`src/rtl/alu_seq_pkg.sv`:
```
// rtl/alu_seq_pkg.sv - shared types and default width for the ALU operation sequencer
package alu_seq_pkg;

    localparam int ALU_SEQ_WIDTH = 8;

    typedef enum logic [1:0] {
        OP_PASS = 2'd0,
        OP_SUB  = 2'd1,
        OP_MUL  = 2'd2,
        OP_FLAG = 2'd3
    } op_e;

    typedef enum logic [1:0] {
        SRCA_REG  = 2'b00,
        SRCA_NEG  = 2'b01,
        SRCA_FL   = 2'b10,
        SRCA_ZERO = 2'b11
    } srca_sel_e;

    typedef enum logic [1:0] {
        ST_IDLE,
        ST_EXEC,
        ST_MUL_LOOP,
        ST_DONE
    } state_e;

endpackage

```
`src/rtl/alu_seq_mscan.sv`:
```
// rtl/alu_seq_mscan.sv - multiplier register with per-iteration bit select
// Ports: clk, rst_n (async active-low); load_i/mult_i capture the multiplier;
//        iter_i selects the bit presented on bit_o; rest_zero_o (only with
//        ALU_SEQ_EARLY_EXIT_EN) flags that all bits above iter_i are zero.
module alu_seq_mscan #(
    parameter int WIDTH = 8,
    parameter int IW    = $clog2(WIDTH)
) (
    input  logic             clk,
    input  logic             rst_n,
    input  logic             load_i,
    input  logic [WIDTH-1:0] mult_i,
    input  logic [IW-1:0]    iter_i,
`ifdef ALU_SEQ_EARLY_EXIT_EN
    output logic             rest_zero_o,
`endif
    output logic             bit_o
);

    logic [WIDTH-1:0] mreg_q;

    always_ff @(posedge clk or negedge rst_n) begin
        if (!rst_n) begin
            mreg_q <= '0;
        end else if (load_i) begin
            mreg_q <= mult_i;
        end
    end

    assign bit_o = mreg_q[iter_i];

`ifdef ALU_SEQ_EARLY_EXIT_EN
    // Drop bits [iter_i:0]; whatever is left are the multiplier bits still to scan.
    assign rest_zero_o = (((mreg_q >> iter_i) >> 1) == '0);
`endif

endmodule

```
`src/rtl/alu_seq_ctrl.sv`:
```
// rtl/alu_seq_ctrl.sv - multi-cycle PASS/SUB/FLAG/MUL sequencer driving ALU source-A and accumulator strobes
// Ports: clk, rst_n (async active-low); start/op/mult_in request (accepted when ready);
//        ready, busy, done status; sel_srca, acc_clr, acc_we, shamt datapath controls.
// Build option: ALU_SEQ_EARLY_EXIT_EN ends MUL once no multiplier bits remain.
module alu_seq_ctrl
    import alu_seq_pkg::*;
#(
    parameter int WIDTH = ALU_SEQ_WIDTH,
    parameter int IW    = $clog2(WIDTH)
) (
    input  logic             clk,
    input  logic             rst_n,
    input  logic             start,
    input  logic [1:0]       op,
    input  logic [WIDTH-1:0] mult_in,
    output logic             ready,
    output logic             busy,
    output logic             done,
    output logic [1:0]       sel_srca,
    output logic             acc_clr,
    output logic             acc_we,
    output logic [IW-1:0]    shamt
);

    state_e      state_q, state_d;
    op_e         op_q, op_d;
    logic [IW-1:0] iter_q, iter_d;
    srca_sel_e   srca;
    logic        load;
    logic        mbit;
    logic        mul_last;

`ifdef ALU_SEQ_EARLY_EXIT_EN
    logic rest_zero;
`endif

    alu_seq_mscan #(
        .WIDTH (WIDTH),
        .IW    (IW)
    ) u_mscan (
        .clk         (clk),
        .rst_n       (rst_n),
        .load_i      (load),
        .mult_i      (mult_in),
        .iter_i      (iter_q),
`ifdef ALU_SEQ_EARLY_EXIT_EN
        .rest_zero_o (rest_zero),
`endif
        .bit_o       (mbit)
    );

`ifdef ALU_SEQ_EARLY_EXIT_EN
    assign mul_last = (iter_q == IW'(WIDTH - 1)) || rest_zero;
`else
    assign mul_last = (iter_q == IW'(WIDTH - 1));
`endif

    always_ff @(posedge clk or negedge rst_n) begin
        if (!rst_n) begin
            state_q <= ST_IDLE;
            op_q    <= OP_PASS;
            iter_q  <= '0;
        end else begin
            state_q <= state_d;
            op_q    <= op_d;
            iter_q  <= iter_d;
        end
    end

    always_comb begin
        state_d = state_q;
        op_d    = op_q;
        iter_d  = iter_q;
        load    = 1'b0;
        ready   = 1'b0;
        busy    = 1'b0;
        done    = 1'b0;
        acc_clr = 1'b0;
        acc_we  = 1'b0;
        shamt   = '0;
        srca    = SRCA_ZERO;

        unique case (state_q)
            ST_IDLE: begin
                ready = 1'b1;
                if (start) begin
                    // Clear lands in the accept cycle so the first EXEC/loop write sees acc=0.
                    acc_clr = 1'b1;
                    load    = 1'b1;
                    iter_d  = '0;
                    op_d    = op_e'(op);
                    state_d = (op_e'(op) == OP_MUL) ? ST_MUL_LOOP : ST_EXEC;
                end
            end
            ST_EXEC: begin
                busy   = 1'b1;
                acc_we = 1'b1;
                unique case (op_q)
                    OP_PASS: srca = SRCA_REG;
                    OP_SUB:  srca = SRCA_NEG;
                    OP_FLAG: srca = SRCA_FL;
                    default: srca = SRCA_ZERO;
                endcase
                state_d = ST_DONE;
            end
            ST_MUL_LOOP: begin
                busy   = 1'b1;
                acc_we = 1'b1;
                shamt  = iter_q;
                // A zero multiplier bit still writes, adding zero, so the cycle count is fixed.
                srca   = mbit ? SRCA_REG : SRCA_ZERO;
                if (mul_last) begin
                    state_d = ST_DONE;
                end else begin
                    iter_d = iter_q + 1'b1;
                end
            end
            ST_DONE: begin
                done    = 1'b1;
                state_d = ST_IDLE;
            end
            default: state_d = ST_IDLE;
        endcase
    end

    assign sel_srca = srca;

endmodule

```
`config.mk`:
```
export PLATFORM = sky130hd
export DESIGN_NAME = alu_seq_ctrl
export DESIGN_NICKNAME = d
export VERILOG_FILES = /design/src/rtl/alu_seq_pkg.sv /design/src/rtl/alu_seq_mscan.sv /design/src/rtl/alu_seq_ctrl.sv
export SDC_FILE = /design/constraint.sdc
export NUM_CORES = 1
export LEC_CHECK = 0
export BUFFER_PORTS_ARGS = -buffer_cell sky130_fd_sc_hd__buf_2
export CORE_UTILIZATION = 40
export CTS_CLUSTER_DIAMETER = 120
export CTS_CLUSTER_SIZE = 28
export DETAILED_ROUTE_END_ITERATION = 10
export PLACE_DENSITY = 0.67
export SYNTH_ARGS = -nofsm -noshare
export SYNTH_HDL_FRONTEND = slang
export SYNTH_SLANG_ARGS = --single-unit
```
`constraint.sdc`:
```
create_clock -name clk -period 1.3 [get_ports clk]
set_input_delay 0.13 -clock clk [delete_from_list [all_inputs] [get_ports clk]]
set_output_delay 0.13 -clock clk [all_outputs]
set_load 0.005 [all_outputs]
```
Yosys cells after proc, flatten, opt, wreduce, memory -nomap -nowiden
Cells that the tools add are included.
{"block": "op_classes", "addsub": 1, "magnitude_cmp": 1, "eq_ne": 10, "muxes": 18, "reduce_logical": 7}
{"op": "$mux W3", "count": 3}
{"op": "$eq A2 B2 Y1 const B", "count": 4}
{"op": "$mux W2", "count": 4}
{"op": "$pmux W2 S4", "count": 1}
{"op": "$mux W1", "count": 6}
{"op": "$ne A2 B2 Y1 const B", "count": 3}
{"op": "$pmux W2 S3", "count": 1}
{"op": "$pmux W3 S2", "count": 1}
{"op": "$eq A2 B1 Y1 const B", "count": 2}
{"op": "$logic_not A2 Y1", "count": 2}
{"op": "$lt A3 B4 Y1 const B", "count": 1}
{"op": "$pmux W2 S2", "count": 1}
{"op": "$reduce_and A2 Y1", "count": 2}
{"op": "$add A3 B1 Y3 const B", "count": 1}
{"op": "$bmux W1 S3", "count": 1}
{"op": "$eq A3 B3 Y1 const B", "count": 1}
{"op": "$reduce_and A3 Y1", "count": 1}
{"op": "$reduce_bool A2 Y1", "count": 1}
{"op": "$reduce_or A2 Y1", "count": 1}
{"block": "totals", "reg_bits": 15, "input_bits": 13, "output_inout_bits": 10, "word_cells": 41}

Logic depth before layout (Yosys ltp)
Gate-level depths: netlist of the first run.
{"block": "depth", "word_depth": 4, "depth_mapped": 6, "depth_no_buf": 5}

Hierarchy
A second synthesis of the first run with hierarchy kept.
{"block": "unflattened", "hier_cells": 77, "area_unflattened_um2": 904.6}
{"mod": "alu_seq_ctrl", "instances": 1, "cells_each": 57, "area_each_um2": 546.8, "seq_area_each_um2": 175.2}
{"mod": "alu_seq_mscan", "instances": 1, "cells_each": 20, "area_each_um2": 357.8, "seq_area_each_um2": 200.2}

Least setup slack after synthesis of the first run
No wires, ideal clock.
{"block": "synth_timing", "kind": "reg-to-reg", "start": "reg state_q[0]", "end": "reg state_q[1]", "setup_time_ps": 125, "t_arrival_ps": 1332, "required_time_ps": 1175, "slack_ps": -157, "stages_incl_launch_ff": 7, "n_path_buf": 1, "period_less_slack_ps": 1457, "path_cell_list": "dfrtp_1 -> inv_1 -> ha_1 -> buf_4 -> inv_4 -> a2bb2oi_2 -> mux2_4"}
{"block": "synth_via", "elab_chain_cells": 3, "elab_cells_between_ends": 8, "classes_between": "5 x eq/ne; 1 x mux; 2 x reduce/logical"}
{"element": "start: declaration", "line_no": "alu_seq_ctrl.sv:25", "source": "state_e state_q, state_d;"}
{"element": "start signal: assignment", "line_no": "alu_seq_ctrl.sv:64", "source": "state_q <= state_d;"}
{"element": "$eq A2 B2 Y1 or $logic_not A2 Y1 (tied branches)", "line_no": "alu_seq_ctrl.sv:83", "source": "unique case (state_q)"}
{"element": "$ne A2 B2 Y1 (no line)"}
{"element": "$reduce_and A2 Y1 (no line)"}
Parallel ways exist; a longest one is shown, timed or not.
A chain may end at the register's enable or synchronous reset.

Final worst setup path of the first run
{"block": "layout_timing", "start": "reg state_q[0]", "end": "out sel_srca[0]"}
{"block": "layout_via", "elab_chain_cells": 2, "elab_cells_between_ends": 3, "classes_between": "2 x eq/ne; 1 x mux"}
{"element": "$eq A2 B2 Y1 or $eq A2 B1 Y1 (tied branches)", "line_no": "alu_seq_ctrl.sv:83"}
{"element": "$pmux W2 S2 *", "line_no": "alu_seq_ctrl.sv:83"}
{"element": "end: declaration", "line_no": "alu_seq_ctrl.sv:19", "source": "output logic [1:0] sel_srca,"}
Mark *: on every way between the ends. The rest lies on a longest branch, timed or not.

==> results of run 1 <==
final timing paths:
kind	slack [ns]	start	endpoint
setup / recovery	-0.37	state_q[0]	sel_srca[0]
hold / removal	0.06	mult_in[4]	u_mscan.mreg_q[4]
setup reg to reg	-0.17	state_q[0]	state_q[1]
hold reg to reg	0.53	u_mscan.mreg_q[4]	u_mscan.mreg_q[4]
max in group asynchronous	0.74	rst_n	state_q[1]
min in group asynchronous	0.27	rst_n	iter_q[1]
per-stage QoR:
stage | setup TNS (ns) | setup WS [ns]
6_report | -3.88 | -0.365
5_1_grt | -4.81 | -0.437
4_1_cts | -3.40 | -0.389
3_5_place_dp | -2.67 | -0.251
3_3_place_gp | -1.77 | -0.139
2_1_floorplan | -0.805 | -0.113
sequential cells by signal (all words and copies together), names as in the netlist:
| name | cells |
|---|---|
| iter_q | 3 |
| op_q | 2 |
| state_q | 2 |
| u_mscan.mreg_q | 8 |
cell families after synthesis:
group,Yosys count
muxes,16
buffers and inverters,12
DFF,15
and+or+nand+nor,19
AOI/OAI and AO/OA,13
adders and majority gates,8
where the power goes:
part           internal, mW  switching [mW]
sequential            0.705           0.167
combinational          1.71            1.10
clock                 0.114           0.156
area by class of cell:
cell class / instances / area [um2]
Sequential cell: 15 / 377
Clock buffer: 3 / 22.5
Multi-Input combinational cell: 56 / 663
Tap cell: 28 / 35.0
Timing Repair Buffer: 48 / 397
Clock inverter: 1 / 5.00
Inverter: 8 / 35.0
Fill cell: 153 / 742
critical path, delay by kind of cell, from the launching register on:
| family | cells | cell delay [ns] |
|---|---|---|
| buffers and inverters | 4 | 0.37 |
| flip-flops | 1 | 0.39 |
| AND/OR/NAND/NOR | 1 | 0.09 |
| adder cells (fa/ha/maj) | 1 | 0.27 |
| AO/OA/AOI/OAI | 1 | 0.14 |
cells in the mapped netlist (all sizes together) (2+ instances only):
cell	n	area share (%)
a21oi	2	1.0
a221o	3	3.0
and2	3	2.1
buf	4	4.1
dfrtp	15	38
ha	8	10
inv	8	3.3
mux2	10	15
mux2i	6	6.0
nand2	2	1.5
nand2b	3	1.9
nand3b	4	3.0
nand4	2	1.3
o21ai	5	2.5
repair_timing:
action / in CTS / in global routing
endpoints found under the setup margin: 23 / 24
hold endpoints to repair: 15 / 0
setup buffers: 10 / 2
resized for setup: 31 / 9
pin swaps: 11 / 2
hold buffers: 1 / 0
routing by layer:
metal | wire, um | global-route usage, % | vias to the layer above | share of wire [%]
li1 | - | - | 392 | -
met1 | 1010 | 22.9 | 399 | 41
met2 | 1280 | 38.7 | 22 | 53
met3 | 91 | 5.56 | 6 | 3.7
met4 | 56 | 6.31 | 0 | 2.3
met5 | 0 | 0 | - | 0
==> flow_summary_export.csv, run 1 <==
group,metric,value,unit
layout,num-nets-final,153,
synthesis,yosys_warnings,0,
route,vias,819,
grt,grt_pass1_wl,4010,um
sta,layout_setup_ws,-0.365,ns
route,wl_per_cell,15.3,um
sta,max_freq,601,MHz
synthesis,synth_adder_area_share,10.1,%
power,vdd_drop_max,2.05,mV
sta,slew_violations,0,
placed_design,place_congestion,0.800,
synthesis,synth_edf_count,0,
cts,clkTransAtPathRegs,0.10,ns
synthesis,synth_compound_area_share,9.55,%
placed_design,dp_cells,144,
route,drc_errors,0,
sta,clock_skew,0.0104,ns
layout,instances_no_fill,159,
route,routed_wl,2440,um
critical_path,crit_path_end_kind,"output pin",
layout,final_design_area_no_fill,1530,um2
cts,clock_latency,0.29,ns
critical_path,cp.required,1.17,ns
synthesis,synthArstFlopShare,100,%
sta,finalCritPeriodShare,128,%
min_path,whs_path_depth,2,
sta,finalCriticalPeriod,1.67,ns
critical_path,slowest_delay,0.39,ns
route,antenna_left,0,
sta,hold_ws,0.0637,ns
floorplan,io_pins,23,
floorplan,die_area,2690,um2
power,fin_total_pwr,3.96,mW
critical_path,cp.arrival,1.54,ns
grt,grt_max_degree,16,
layout,post-route-util,67.4,%
placed_design,place_area,1240,um2
route,routed_via_density,5.15,
synthesis,postSynthNetCount,104,
cts,cts_buffers,3,
sta,final-setup-viol-count,24,
job,cap_violations,0,
critical_path,crit_type,"register to output pin",
layout,area_delta_synth_final,54.0,%
sta,worst_pin_slew,0.356,ns
cts,htree_levels,1,
route,dr.pass1.iters,3,
cts,max-clock-path-buffers,2,
critical_path,worstRegToRegCells,6,
status,violations,"setup timing",
placed_design,hpwl,1640,um
sta,maxSlewHeadroom,76.3,%
synthesis,synthCells,83,
layout,drive_gt1_share,65.6,%
synthesis,synth-seq-cells,15,
grt,grt_usage,20.9,%
synthesis,synth-seq-area-share,37.7,%
layout,antennaDiodeCount,0,
critical_path,crit_chain,"inv_2 -> buf_6 -> ha_4 -> inv_4 -> a31oi_4 -> nand4_1 -> buf_2",
floorplan,initial_utilization,43.8,%
floorplan,die_y,51.9,um
route,drt-initial-drc-count,1,
synthesis,yosysUniqueCellTypes,29,
layout,final_cell_mix,"buf_2, buf_6, dfrtp_1",
synthesis,synth_area,996,um2
floorplan,rows,17,
critical_path,cp-start-kind,"register",
sta,rsz0062_at_grt,"true",
grt,grt_pass1_vias,844,
power,leakagePower,0.748,nW
placed_design,portBuffers,22,
critical_path,crit_slowest_cell,"dfrtp_1",
cts,cts.sinks,15,
grt,grt-ovfl-total,0,
synthesis,yosys.area_share.simple,14.2,%
synthesis,ys.flop_type,"dfrtp_1",
power,power-per-cell-area,2580,nW/um2
cts,clock-root-buffer,"clkbuf_4",
critical_path,crit_fanout,2,
cts,cts_tree,"yes",
synthesis,syn_area_per_cell,12.0,um2
sta,hold_viol,0,
floorplan,die_x,51.9,um
floorplan,coreArea,2280,um2
synthesis,synth_top_family_by_area,"multiplexers",
synthesis,synthMuxAreaShare,21.1,%
status,status,"complete, but fails checks",
synthesis,synth_xor_area_share,0,%
min_path,hold_class,"primary input to register",
grt,antenna_found_initial,0,
(Power assumes the default switching activity.)
==> run 2: changes to the inputs <==
CELL_PAD_IN_SITES_DETAIL_PLACEMENT = 1   (was default)
CELL_PAD_IN_SITES_GLOBAL_PLACEMENT = 2   (was default)
CORE_UTILIZATION = 34   (was 40)
PLACE_DENSITY = 0.8   (was 0.67)
clock period = 1.9 ns   (was 1.3 ns; I/O delays follow)
==> run 2 against run 1 <==
Effect of this change:
- the run now ends clean
- wire length is 11% lower
- via count is 14% lower
- hold slack better by 0.061 ns
- final area is 22% lower
- total power is 49% lower
- largest cell class unchanged
- highest routed layer unchanged
==> flow_summary_export.csv, run 2 (same netlist as run 1, synthesis figures left out) <==
group,metric,value,unit
status,status,"finished clean",
placed_design,hpwl,1600,um
cts,clock_latency,0.29,ns
min_path,hold_class,"primary input to register",
cts,htree_levels,1,
floorplan,coreArea,2760,um2
critical_path,crit_type,"register to output pin",
power,leakagePower,0.608,nW
floorplan,die_x,56.1,um
route,wl_per_cell,15.5,um
route,vias,707,
grt,grt_usage,14.9,%
cts,cts_buffers,3,
route,drt-initial-drc-count,9,
power,power-per-cell-area,1670,nW/um2
placed_design,dp_cells,133,
cts,max-clock-path-buffers,2,
min_path,whs_path_depth,2,
floorplan,die_y,56.1,um
route,routed_wl,2160,um
critical_path,cp-start-kind,"register",
critical_path,crit_fanout,13,
sta,finalCriticalPeriod,1.82,ns
route,drc_errors,0,
layout,antennaDiodeCount,0,
route,antenna_left,0,
layout,post-route-util,43.6,%
sta,tns,0,ns
layout,final_cell_mix,"buf_2, dfrtp_1, mux2_4",
sta,clock_skew,0.00229,ns
layout,drive_gt1_share,48.1,%
route,routed_via_density,5.09,
sta,maxSlewHeadroom,75.5,%
layout,final_common_cell,"buf_2",
floorplan,rows,19,
grt,grt_pass1_vias,729,
grt,antenna_found_initial,0,
layout,area_delta_synth_final,20.6,%
layout,top_regs,"u_mscan.mreg_q (8), iter_q (3)",
critical_path,r2r_slack,0.21,ns
power,vdd_drop_max,0.808,mV
floorplan,initial_utilization,36.1,%
critical_path,cp.arrival,1.63,ns
layout,regMostFlops,"u_mscan.mreg_q",
floorplan,die_area,3150,um2
sta,worst_pin_slew,0.368,ns
cts,clock-root-buffer,"clkbuf_4",
sta,hold_viol,0,
job,cap_violations,0,
sta,slew_violations,0,
cts,cts_tree,"yes",
grt,grt_max_degree,16,
layout,num-nets-final,130,
floorplan,io_pins,23,
sta,finalCritPeriodShare,95.8,%
sta,final-setup-viol-count,0,
sta,max_freq,549,MHz
critical_path,worstRegToRegCells,5,
layout,largest_reg_flops,8,
route,dr.pass1.iters,3,
grt,grt-ovfl-total,0,
grt,grt_pass1_wl,3570,um
critical_path,cp.required,1.71,ns
placed_design,place_congestion,0.736,
cts,cts.sinks,15,
cts,clkTransAtPathRegs,0.10,ns
layout,instances_no_fill,139,
placed_design,portBuffers,22,
critical_path,crit_path_end_kind,"output pin",
==> run 2: changes by cell type in the layout (fill, tap and decap cells not counted), sizes merged <==
cell and delta:
buf -23
==> run 2: path summary, 6_finish.rpt <==
path,from,end
worst max-delay path,state_q[0],sel_srca[0]
worst min-delay path,mult_in[4],u_mscan.mreg_q[4]
worst max register to register,iter_q[1],iter_q[0]
worst min register to register,u_mscan.mreg_q[5],u_mscan.mreg_q[5]
max in group asynchronous,rst_n,state_q[1]
min in group asynchronous,rst_n,u_mscan.mreg_q[4]
==> run 2: through the flow <==
step           area [um2]  hold slack, ns  total power, mW  setup WS [ns]
2_1_floorplan         996          -0.106             1.46          0.443
3_3_place_gp         1110           0.121             1.67          0.284
3_5_place_dp         1110           0.129             1.72          0.226
4_1_cts              1150           0.114             1.92         0.0122
5_1_grt              1200           0.110             2.18        -0.0365
6_report             1200           0.124             2.00         0.0792
==> run 2: power breakdown <==
part | total, mW | switching, mW | internal, mW | leakage (nW)
sequential | 0.615 | 0.133 | 0.482 | 0.179
combinational | 1.20 | 0.528 | 0.669 | 0.411
clock | 0.191 | 0.113 | 0.0782 | 0.0177
==> run 2: layout make-up <==
cell class / count / area, um2
inverter: 8 / 32.5
clock inverter: 1 / 5.00
fill: 314 / 1560
multi-input combinational: 56 / 591
tap: 31 / 38.8
timing repair buffer: 25 / 135
sequential: 15 / 377
clock buffer: 3 / 22.5
==> run 2: metal layers <==
metal,part of all wire [%],GRT usage (%)
met5,0,0
met4,0.69,4.18
met3,3.7,3.72
met2,50,24.7
met1,45,19.1
==> run 2: worst max-delay path, cell delays in order, from the launching register on <==
cell	delay, ns
dfrtp_1	0.40
inv_2	0.09
ha_4	0.20
and2_4	0.18
a32oi_2	0.23
nand4_1	0.11
buf_2	0.14
==> run 2: timing repair <==
item	CTS	global route
gates resized for setup	1	8
buffers inserted	0	1
hold buffers	1	0
hold endpoints to repair	15	0
pin swaps	0	1
setup endpoints to repair	2	3
==> run 3: changes to the inputs <==
--- a/config.mk
+++ b/config.mk
@@ -9,9 +9,9 @@
 export CELL_PAD_IN_SITES_DETAIL_PLACEMENT = 1
 export CELL_PAD_IN_SITES_GLOBAL_PLACEMENT = 2
-export CORE_UTILIZATION = 34
+export CORE_UTILIZATION = 36
 export CTS_CLUSTER_DIAMETER = 120
 export CTS_CLUSTER_SIZE = 28
 export DETAILED_ROUTE_END_ITERATION = 10
-export PLACE_DENSITY = 0.8
+export PLACE_DENSITY = 0.83
 export SYNTH_ARGS = -nofsm -noshare
 export SYNTH_HDL_FRONTEND = slang
==> constraint.sdc (replaced) <==
create_clock -name clk -period 2.1 [get_ports clk]
set_input_delay 0.21 -clock clk [delete_from_list [all_inputs] [get_ports clk]]
set_output_delay 0.21 -clock clk [all_outputs]
set_load 0.1 [all_outputs]
==> run 3 against run 2 <==
Effect of this change:
- register-to-register slack better by 0.23 ns
- clock-buffer cell count unchanged
- utilization up 4.3 points
- via count up 0.57%
- sequential share of layout area down 0.52 points
- wire length up 1.2%
- sequential cell count unchanged
- first-iteration DRC count down 33%
==> flow_summary_export.csv, run 3 (same netlist as run 1, synthesis figures left out) <==
group,metric,value,unit
sta,layout_setup_ws,0.128,ns
critical_path,crit_path_end_kind,"output pin",
layout,num-nets-final,129,
layout,final_common_cell,"buf_2",
sta,finalCriticalPeriod,1.97,ns
min_path,hp-start,"mult_in[4]",
grt,grt-ovfl-total,0,
route,wl_per_cell,16.0,um
critical_path,cp.arrival,1.76,ns
cts,cts.sinks,15,
cts,post_cts_buffers,0,
grt,antenna_found_initial,0,
sta,finalCritPeriodShare,93.9,%
layout,ff_latch_area,375,um2
placed_design,place_ws,0.442,ns
layout,fill_cells,278,
sta,hold_viol,0,
layout,top_regs,"u_mscan.mreg_q (8), iter_q (3)",
placed_design,portBuffers,22,
critical_path,reg2reg_from,"iter_q[1]",
floorplan,die_y,54.6,um
cts,max-clock-path-buffers,2,
floorplan,coreArea,2540,um2
route,routed_wl,2190,um
layout,largest_reg_flops,8,
job,cap_violations,0,
floorplan,initial_utilization,39.1,%
layout,drive_gt1_share,47.7,%
critical_path,cp-start-kind,"register",
sta,max_freq,507,MHz
sta,clock_skew,0.00333,ns
critical_path,cp.required,1.89,ns
layout,area_delta_synth_final,22.2,%
critical_path,crit_type,"register to output pin",
layout,instances_no_fill,137,
cts,clock-root-buffer,"clkbuf_4",
layout,antennaDiodeCount,0,
grt,grt_max_degree,16,
route,dr.pass1.iters,2,
grt,grt_pass1_vias,759,
floorplan,die_x,54.6,um
placed_design,place_congestion,0.753,
sta,final-setup-viol-count,0,
route,routed_via_density,5.19,
cts,htree_levels,1,
sta,worst_pin_slew,0.501,ns
status,status,"finished clean",
placed_design,hpwl,1680,um
placed_design,dp_cells,132,
route,antenna_left,0,
layout,regMostFlops,"u_mscan.mreg_q",
floorplan,rows,18,
layout,post-route-util,47.8,%
min_path,hold_class,"primary input to register",
layout,final_cell_mix,"buf_2, dfrtp_1, mux2_4",
floorplan,io_pins,23,
sta,tns,0,ns
cts,clock_latency,0.29,ns
cts,clkTransAtPathRegs,0.09,ns
route,vias,711,
sta,slew_violations,0,
sta,maxSlewHeadroom,66.8,%
cts,cts_buffers,3,
route,drt-initial-drc-count,6,
critical_path,cp-startpoint,"state_q[1]",
grt,grt_usage,17.1,%
layout,multi_input_area,587,um2
grt,grt_pass1_wl,3400,um
floorplan,die_area,2980,um2
sta,rsz0062_at_grt,"false",
route,drc_errors,0,
critical_path,crit_fanout,10,
cts,cts_tree,"yes",
run 3: timing repair:
| item | in CTS | in global routing |
|---|---|---|
| hold buffers | 1 | 0 |
| endpoints found under the hold margin | 15 | 0 |
| endpoints found under the setup margin | 0 | 2 |
| gates resized for setup | 0 | 2 |
run 3: layout make-up:
cell class / instances / share of cell area [%]
multi-input combinational: 56 / 48.2
sequential: 15 / 30.8
timing repair buffer: 24 / 12.9
tap: 30 / 3.08
inverter: 8 / 2.67
clock buffer: 3 / 1.85
clock inverter: 1 / 0.411
run 3: path summary, 6_finish.rpt:
path	slack [ns]	cells after the start	endpoint
max	0.13	5	acc_clr
min	0.14	2	u_mscan.mreg_q[4]
max reg2reg	0.44	5	iter_q[0]
min reg2reg	0.52	1	u_mscan.mreg_q[6]
max in group asynchronous	1.49	2	state_q[1]
min in group asynchronous	0.36	2	u_mscan.mreg_q[5]
run 3: critical path, stage by stage (launching register included):
cell     delay, ns
dfrtp_1       0.45
inv_2         0.11
ha_4          0.21
nand2_4       0.16
inv_2         0.10
buf_2         0.43
run 3: metal layers:
metal	global-route usage, %	share of wire (%)	wire length [um]	vias up
met4	6.41	1.3	29	0
met5	0	0	0	-
met2	29.9	50	1100	14
met1	18.7	44	973	353
met3	5.83	3.8	83	5
li1	-	-	-	339
run 3: metrics by stage:
stage	hold slack, ns	instance area (um2)
final	0.143	1220
after global routing	0.127	1220
after CTS	0.134	1200
after detailed placement	0.140	1170
after global placement	0.133	1170
after floorplan	-0.0856	1020
Power of run 3 is left out: the tool's default activity adds up to more than one toggle a clock period on the data nets, which glitch-free logic cannot reach.
